`config.mk`:
```
export PLATFORM = sky130hd
export DESIGN_NAME = wave_capture_flat
export DESIGN_NICKNAME = d
export VERILOG_FILES = /design/src/rtl/wave_capture_if.sv /design/src/rtl/wave_capture.sv /design/src/flat_wrapper.sv
export SDC_FILE = /design/constraint.sdc
export NUM_CORES = 1
export LEC_CHECK = 0
export ABC_AREA = 1
export CORE_MARGIN = 4
export CORE_UTILIZATION = 40
export DETAILED_ROUTE_END_ITERATION = 10
export GPL_TIMING_DRIVEN = 0
export PLACE_DENSITY = 0.73
export SYNTH_ARGS = -nofsm -noshare
export SYNTH_HDL_FRONTEND = slang
export SYNTH_SLANG_ARGS = --single-unit
```
`constraint.sdc`:
```
create_clock -name clk -period 1.1 [get_ports clk]
set_input_delay 0.165 -clock clk [delete_from_list [all_inputs] [get_ports clk]]
set_output_delay 0.165 -clock clk [all_outputs]
set_load 0.05 [all_outputs]
```
`src/rtl/wave_capture_if.sv`:
```
// Sample-stream, display-status and RAM-write signals
// between wave_capture and its neighbours.
interface wave_capture_if #(
  parameter int SAMPLE_W = 16,
  parameter int OUT_W    = 8,
  parameter int ADDR_W   = 9
);
  logic                new_sample_ready;
  logic [SAMPLE_W-1:0] new_sample_in;
  logic                wave_display_idle;
  logic [ADDR_W-1:0]   write_address;
  logic                write_enable;
  logic [OUT_W-1:0]    write_sample;
  logic                read_index;

  modport master (
    input  new_sample_ready,
    input  new_sample_in,
    input  wave_display_idle,
    output write_address,
    output write_enable,
    output write_sample,
    output read_index
  );

  modport slave (
    output new_sample_ready,
    output new_sample_in,
    output wave_display_idle,
    input  write_address,
    input  write_enable,
    input  write_sample,
    input  read_index
  );
endinterface

```
`src/rtl/wave_capture.sv`:
```
// Zero-crossing triggered capture of 256 offset-binary
// samples into the idle half of a double-buffered RAM.
module wave_capture #(
  parameter int SAMPLE_W = 16,
  parameter int OUT_W    = 8,
  parameter int ADDR_W   = 9
) (
  input logic           clk,
  input logic           reset,
  wave_capture_if.master bus
);
  localparam int IDX_W = ADDR_W - 1;

  typedef enum logic [1:0] {
    S_ARMED,
    S_ACTIVE,
    S_WAIT
  } state_t;

  state_t            state;
  logic [IDX_W-1:0]  count;
  logic              prev_neg;
  logic              read_index;
  logic              write_enable;
  logic [ADDR_W-1:0] write_address;
  logic [OUT_W-1:0]  write_sample;

  logic [OUT_W-1:0]  top_bits;
  logic [OUT_W-1:0]  conv;
  logic              cur_neg;
  logic              crossing;

  assign top_bits = bus.new_sample_in[SAMPLE_W-1 -: OUT_W];
  assign conv     = {~top_bits[OUT_W-1], top_bits[OUT_W-2:0]};
  assign cur_neg  = bus.new_sample_in[SAMPLE_W-1];
  assign crossing = prev_neg & ~cur_neg;

  always_ff @(posedge clk) begin
    if (reset) begin
      state         <= S_ARMED;
      count         <= '0;
      prev_neg      <= 1'b0;
      read_index    <= 1'b0;
      write_enable  <= 1'b0;
      write_address <= '0;
      write_sample  <= '0;
    end else begin
      write_enable <= 1'b0;
      unique case (state)
        S_ARMED: begin
          if (bus.new_sample_ready) begin
            prev_neg <= cur_neg;
            if (crossing) begin
              write_enable  <= 1'b1;
              write_address <= {~read_index, {IDX_W{1'b0}}};
              write_sample  <= conv;
              count         <= IDX_W'(1);
              state         <= S_ACTIVE;
            end
          end
        end
        S_ACTIVE: begin
          if (bus.new_sample_ready) begin
            write_enable  <= 1'b1;
            write_address <= {~read_index, count};
            write_sample  <= conv;
            count         <= count + 1'b1;
            if (&count)
              state <= S_WAIT;
          end
        end
        S_WAIT: begin
          // Flip buffers only while the display is between frames.
          if (bus.wave_display_idle) begin
            read_index <= ~read_index;
            prev_neg   <= 1'b0;
            state      <= S_ARMED;
          end
        end
        default: state <= S_ARMED;
      endcase
    end
  end

  assign bus.read_index    = read_index;
  assign bus.write_enable  = write_enable;
  assign bus.write_address = write_address;
  assign bus.write_sample  = write_sample;
endmodule

```
`src/flat_wrapper.sv`:
```
// flat-port wrapper written by rule: the top's interface ports become plain ports
module wave_capture_flat 
#(
  parameter int SAMPLE_W = 16,
  parameter int OUT_W    = 8,
  parameter int ADDR_W   = 9
)
  (clk, reset, bus_new_sample_ready, bus_new_sample_in, bus_wave_display_idle, bus_write_address, bus_write_enable, bus_write_sample, bus_read_index);
  wave_capture_if #(.SAMPLE_W(SAMPLE_W), .OUT_W(OUT_W), .ADDR_W(ADDR_W)) bus_i ();
  input logic clk;
  input logic reset;
  input wire logic [$bits(bus_i.new_sample_ready)-1:0] bus_new_sample_ready;
  input wire logic [$bits(bus_i.new_sample_in)-1:0] bus_new_sample_in;
  input wire logic [$bits(bus_i.wave_display_idle)-1:0] bus_wave_display_idle;
  output wire logic [$bits(bus_i.write_address)-1:0] bus_write_address;
  output wire logic [$bits(bus_i.write_enable)-1:0] bus_write_enable;
  output wire logic [$bits(bus_i.write_sample)-1:0] bus_write_sample;
  output wire logic [$bits(bus_i.read_index)-1:0] bus_read_index;
  assign bus_i.new_sample_ready = bus_new_sample_ready;
  assign bus_i.new_sample_in = bus_new_sample_in;
  assign bus_i.wave_display_idle = bus_wave_display_idle;
  assign bus_write_address = bus_i.write_address;
  assign bus_write_enable = bus_i.write_enable;
  assign bus_write_sample = bus_i.write_sample;
  assign bus_read_index = bus_i.read_index;
  wave_capture #(.SAMPLE_W(SAMPLE_W), .OUT_W(OUT_W), .ADDR_W(ADDR_W)) u_core (.clk(clk), .reset(reset), .bus(bus_i));
endmodule
```
==> run summary <==
The leading area contributor after synthesis is dfxtp_1. Counting instances, the worst hold path has a depth of 2. The Yosys warning count is 0.

The deepest level of the CTS H-tree came out at 2. The via density per instance came out at 5.04. The time the final worst path needs with I/O delays and setup came out at 1.17 ns. The core box area came out at about 2900 µm². The count of filler cells inserted in the layout is 243. After synthesis, the mean cell area works out to 7.30 µm². The routed layout has around 1200 vias. The max-slew violation total from the final report came out at 0.

The number of design rule violations left after detail routing came out at 0. The global-route congestion overflow total came out at 0. The via count of the first global-routing pass is between 1000 and 1500. The share of synthesized area in the top cell type comes to about 49%. The count of flip-flops with a built-in enable after synthesis is 0. Max-cap violations in this run came to 0. The register-to-register setup slack is -0.07 ns. The iteration count of the initial detailed-routing pass is 4.

The growth of design area from synthesis to finish came out at 50.6%. The launch instance of the worst register-to-register path is u_core.prev_neg$_SDFFE_PP0P_. The clock latency at the later pin of the worst-skew pair is around 0.33 ns. For this run, the total global-route usage over all layers was measured as between 10% and 20%. The synthesized flop and latch total came out at 30. The number of placed instances, taps included, is 230. The data arrival time at the worst-slack endpoint is ~1.4 ns. The path class of the lowest-slack min-delay path is primary input to register. The run finished, with violations left.

The fmax is 854 MHz. The leakage power total is about 0.75 nW. The TritonCTS clock tree is yes. Setup repair after global routing could not meet its margin everywhere. The tightest hold path in the finished design has a slack of 0.234 ns.

The endpoint identified for the worst register-to-register timing path is u_core.count[0]$_SDFFE_PP0P_. The number of primary I/O pins came out at 39. After synthesis, the share of flip-flops with an asynchronous set or reset is 0%. The number of endpoints with negative hold slack in the final report came to 0. The tree built by TritonCTS fans out to 30 sinks.

The clock-pin slew on the worst setup and hold paths is 0.09 ns. The post-layout instance count excluding filler cells came out at ~250. The aggregate routed wire length is about 3100 µm.

The worst setup path is captured at a register. Hold repair after CTS inserted 0 buffers. The worst voltage drop across the vdd grid came out at around 1.2 mV.

The horizontal die dimension is 63.5 µm. For the pin with the worst max-slew slack, the measured transition is roughly 0.32 ns. The maximum clock path buffer count came out at 2.

The cell sitting at the root of the clock tree is a clkbuf_4. Measured against its own limit, the worst slew margin works out to about four fifths. The starting density of the core is a little over two fifths. The worst hold path terminates at u_core.bus.write_sample[7]$_SDFFE_PP0P_.

The required time reported for the critical path endpoint is roughly 1.4 ns. Power spread over the standard cell area amounts to around 1400 nW/µm². Ranked by instance count, the synthesized netlist is headed by dfxtp_1, nand2_1, nor2_1. The distinct cell type count of the synthesized netlist is 17.

Port buffering added 30 buffers. After synthesis, flip-flops and latches occupy between 40% and 50% of the total area. The startpoint-to-endpoint class of the critical path is register to register. The initial DRC count is 83. The floorplan step defined a die boundary enclosing approximately 4000 µm². The pin count of the biggest net entering global routing came out at 11. The startpoint of the most critical hold path is bus_new_sample_in[15]. STA classifies the critical path startpoint as a register. The number of standard cells after synthesis is 169.

In this run, CTS created clock tree buffers numbering 5. At the end of routability-driven placement, the weighted congestion stood at roughly 0.80. By area the synthesized netlist is led by dfxtp_1, nand2_1, o21ai_0. The most used flip-flop cell after synthesis is dfxtp_1. The final count of negative-setup-slack endpoints is 15. The final core area utilization came out at 65.1%. The cell area after synthesis came out at around 1200 µm². The number of antenna diodes in the final layout is 0. From bottom edge to top edge, the die measures between 60 and 70 µm. The final-stage net count is between 200 and 250. The worst clock skew on the final layout came out at ~0.011 ns. The number of antenna violations at the first check in global routing is 0.

The final reports fail on negative setup slack. The number of placement rows is 19. The share of post-route cells with drive strength above 1 is a little over a third.

The final critical path takes up 106% of the cycle. The peak fanout along the critical path came out at 6. The number of nets with antenna violations after detailed routing is 0.

The number of cells on the worst reg-to-reg path came out at 5. The first element of the critical path is u_core.prev_neg$_SDFFE_PP0P_. After detailed routing, the average wire length per cell comes to between 10 and 15 µm. The HPWL reported at the end of detailed placement came out at about 2100 µm. The minimum setup slack in the final design came out at -0.0715 ns. When the netlist entered floorplanning its net count stood at between 150 and 200. The first global-routing pass estimated 5190 µm of wire.
-- critical path: stages, from the launching register on --
cell and delay, ns:
dfxtp_2 0.37, nand2_4 0.07, a21oi_4 0.29, buf_6 0.18, nand2_2 0.05, a31oi_1 0.13
-- metrics by stage --
step | total power [mW] | worst slack, ns | cell area (µm²) | TNS, ns
floorplan | 1.34 | 0.000416 | 1240 | 0
global placement | 1.44 | -0.484 | 1580 | -15.52
detailed placement | 1.45 | -0.516 | 1580 | -16.52
CTS | 2.61 | -0.0349 | 1710 | -0.130
global route | 2.73 | -0.123 | 1860 | -1.76
finish | 2.63 | -0.0715 | 1860 | -0.577
-- layer usage --
layer | global-route usage [%] | routed length [µm]
met1 | 18.6 | 1410
met3 | 7.28 | 181
met4 | 5.66 | 54
met2 | 26.6 | 1490
met5 | 0 | 0
-- cells in the final DEF, fill, tap and decap left out, drive strengths merged --
master	count
a21oi	14
a31oi	1
buf	29
bufinv	2
clkbuf	9
clkdlybuf4s50	8
dfxtp	30
dlygate4sd2	3
ha	1
inv	17
nand2	32
nand3	18
nand3b	1
nand4	1
nor2	28
o21ai	22
-- power breakdown --
part	total, mW	switching, mW	internal [mW]
logic	0.347	0.209	0.137
registers	1.14	0.0226	1.11
clock network	1.15	0.381	0.770
total	2.63	0.613	2.02
-- cell type report --
class | instances | area, µm² | share of cell area, %
clock inverter | 2 | 60.1 | 3.23
clock buffer | 6 | 51.3 | 2.76
multi-input combinational | 118 | 636 | 34.2
inverter | 17 | 66.3 | 3.57
buffer | 5 | 42.5 | 2.29
timing repair buffer | 38 | 344 | 18.5
tap | 31 | 38.8 | 2.09
sequential | 30 | 619 | 33.3
-- logic make-up after synthesis --
group           after synthesis  synth area share (%)
fa+ha+maj                     1                  1.01
flops                        30                  48.7
buf+inv                      22                  7.61
compound gates               36                  15.6
simple gates                 80                  27.1
-- how the worst max path moves through the flow --
stage	endpoint	cells after the start	slack [ns]
final	u_core.count[0]$_SDFFE_PP0P_	5	-0.07
after floorplan	u_core.count[5]$_SDFFE_PP0P_	5	0.0004
after global placement	u_core.bus.write_sample[3]$_SDFFE_PP0P_	5	-0.48
after detailed placement	u_core.bus.write_sample[3]$_SDFFE_PP0P_	5	-0.52
after global routing	u_core.count[5]$_SDFFE_PP0P_	6	-0.12
after CTS	u_core.count[6]$_SDFFE_PP0P_	6	-0.03
-- what timing repair did --
item / CTS / global route
setup buffers: 3 / 3
pin swaps: 5 / 6
gates resized for setup: 138 / 50
gates cloned: 2 / 1
endpoints found under the setup margin: 47 / 39
-- sequential cells by signal (all words and copies together), names as in the netlist --
signal,count
u_core.bus.read_index,1
u_core.bus.write_address,9
u_core.bus.write_enable,1
u_core.bus.write_sample,8
u_core.count,8
u_core.prev_neg,1
u_core.state,2
(Power assumes the default switching activity.)
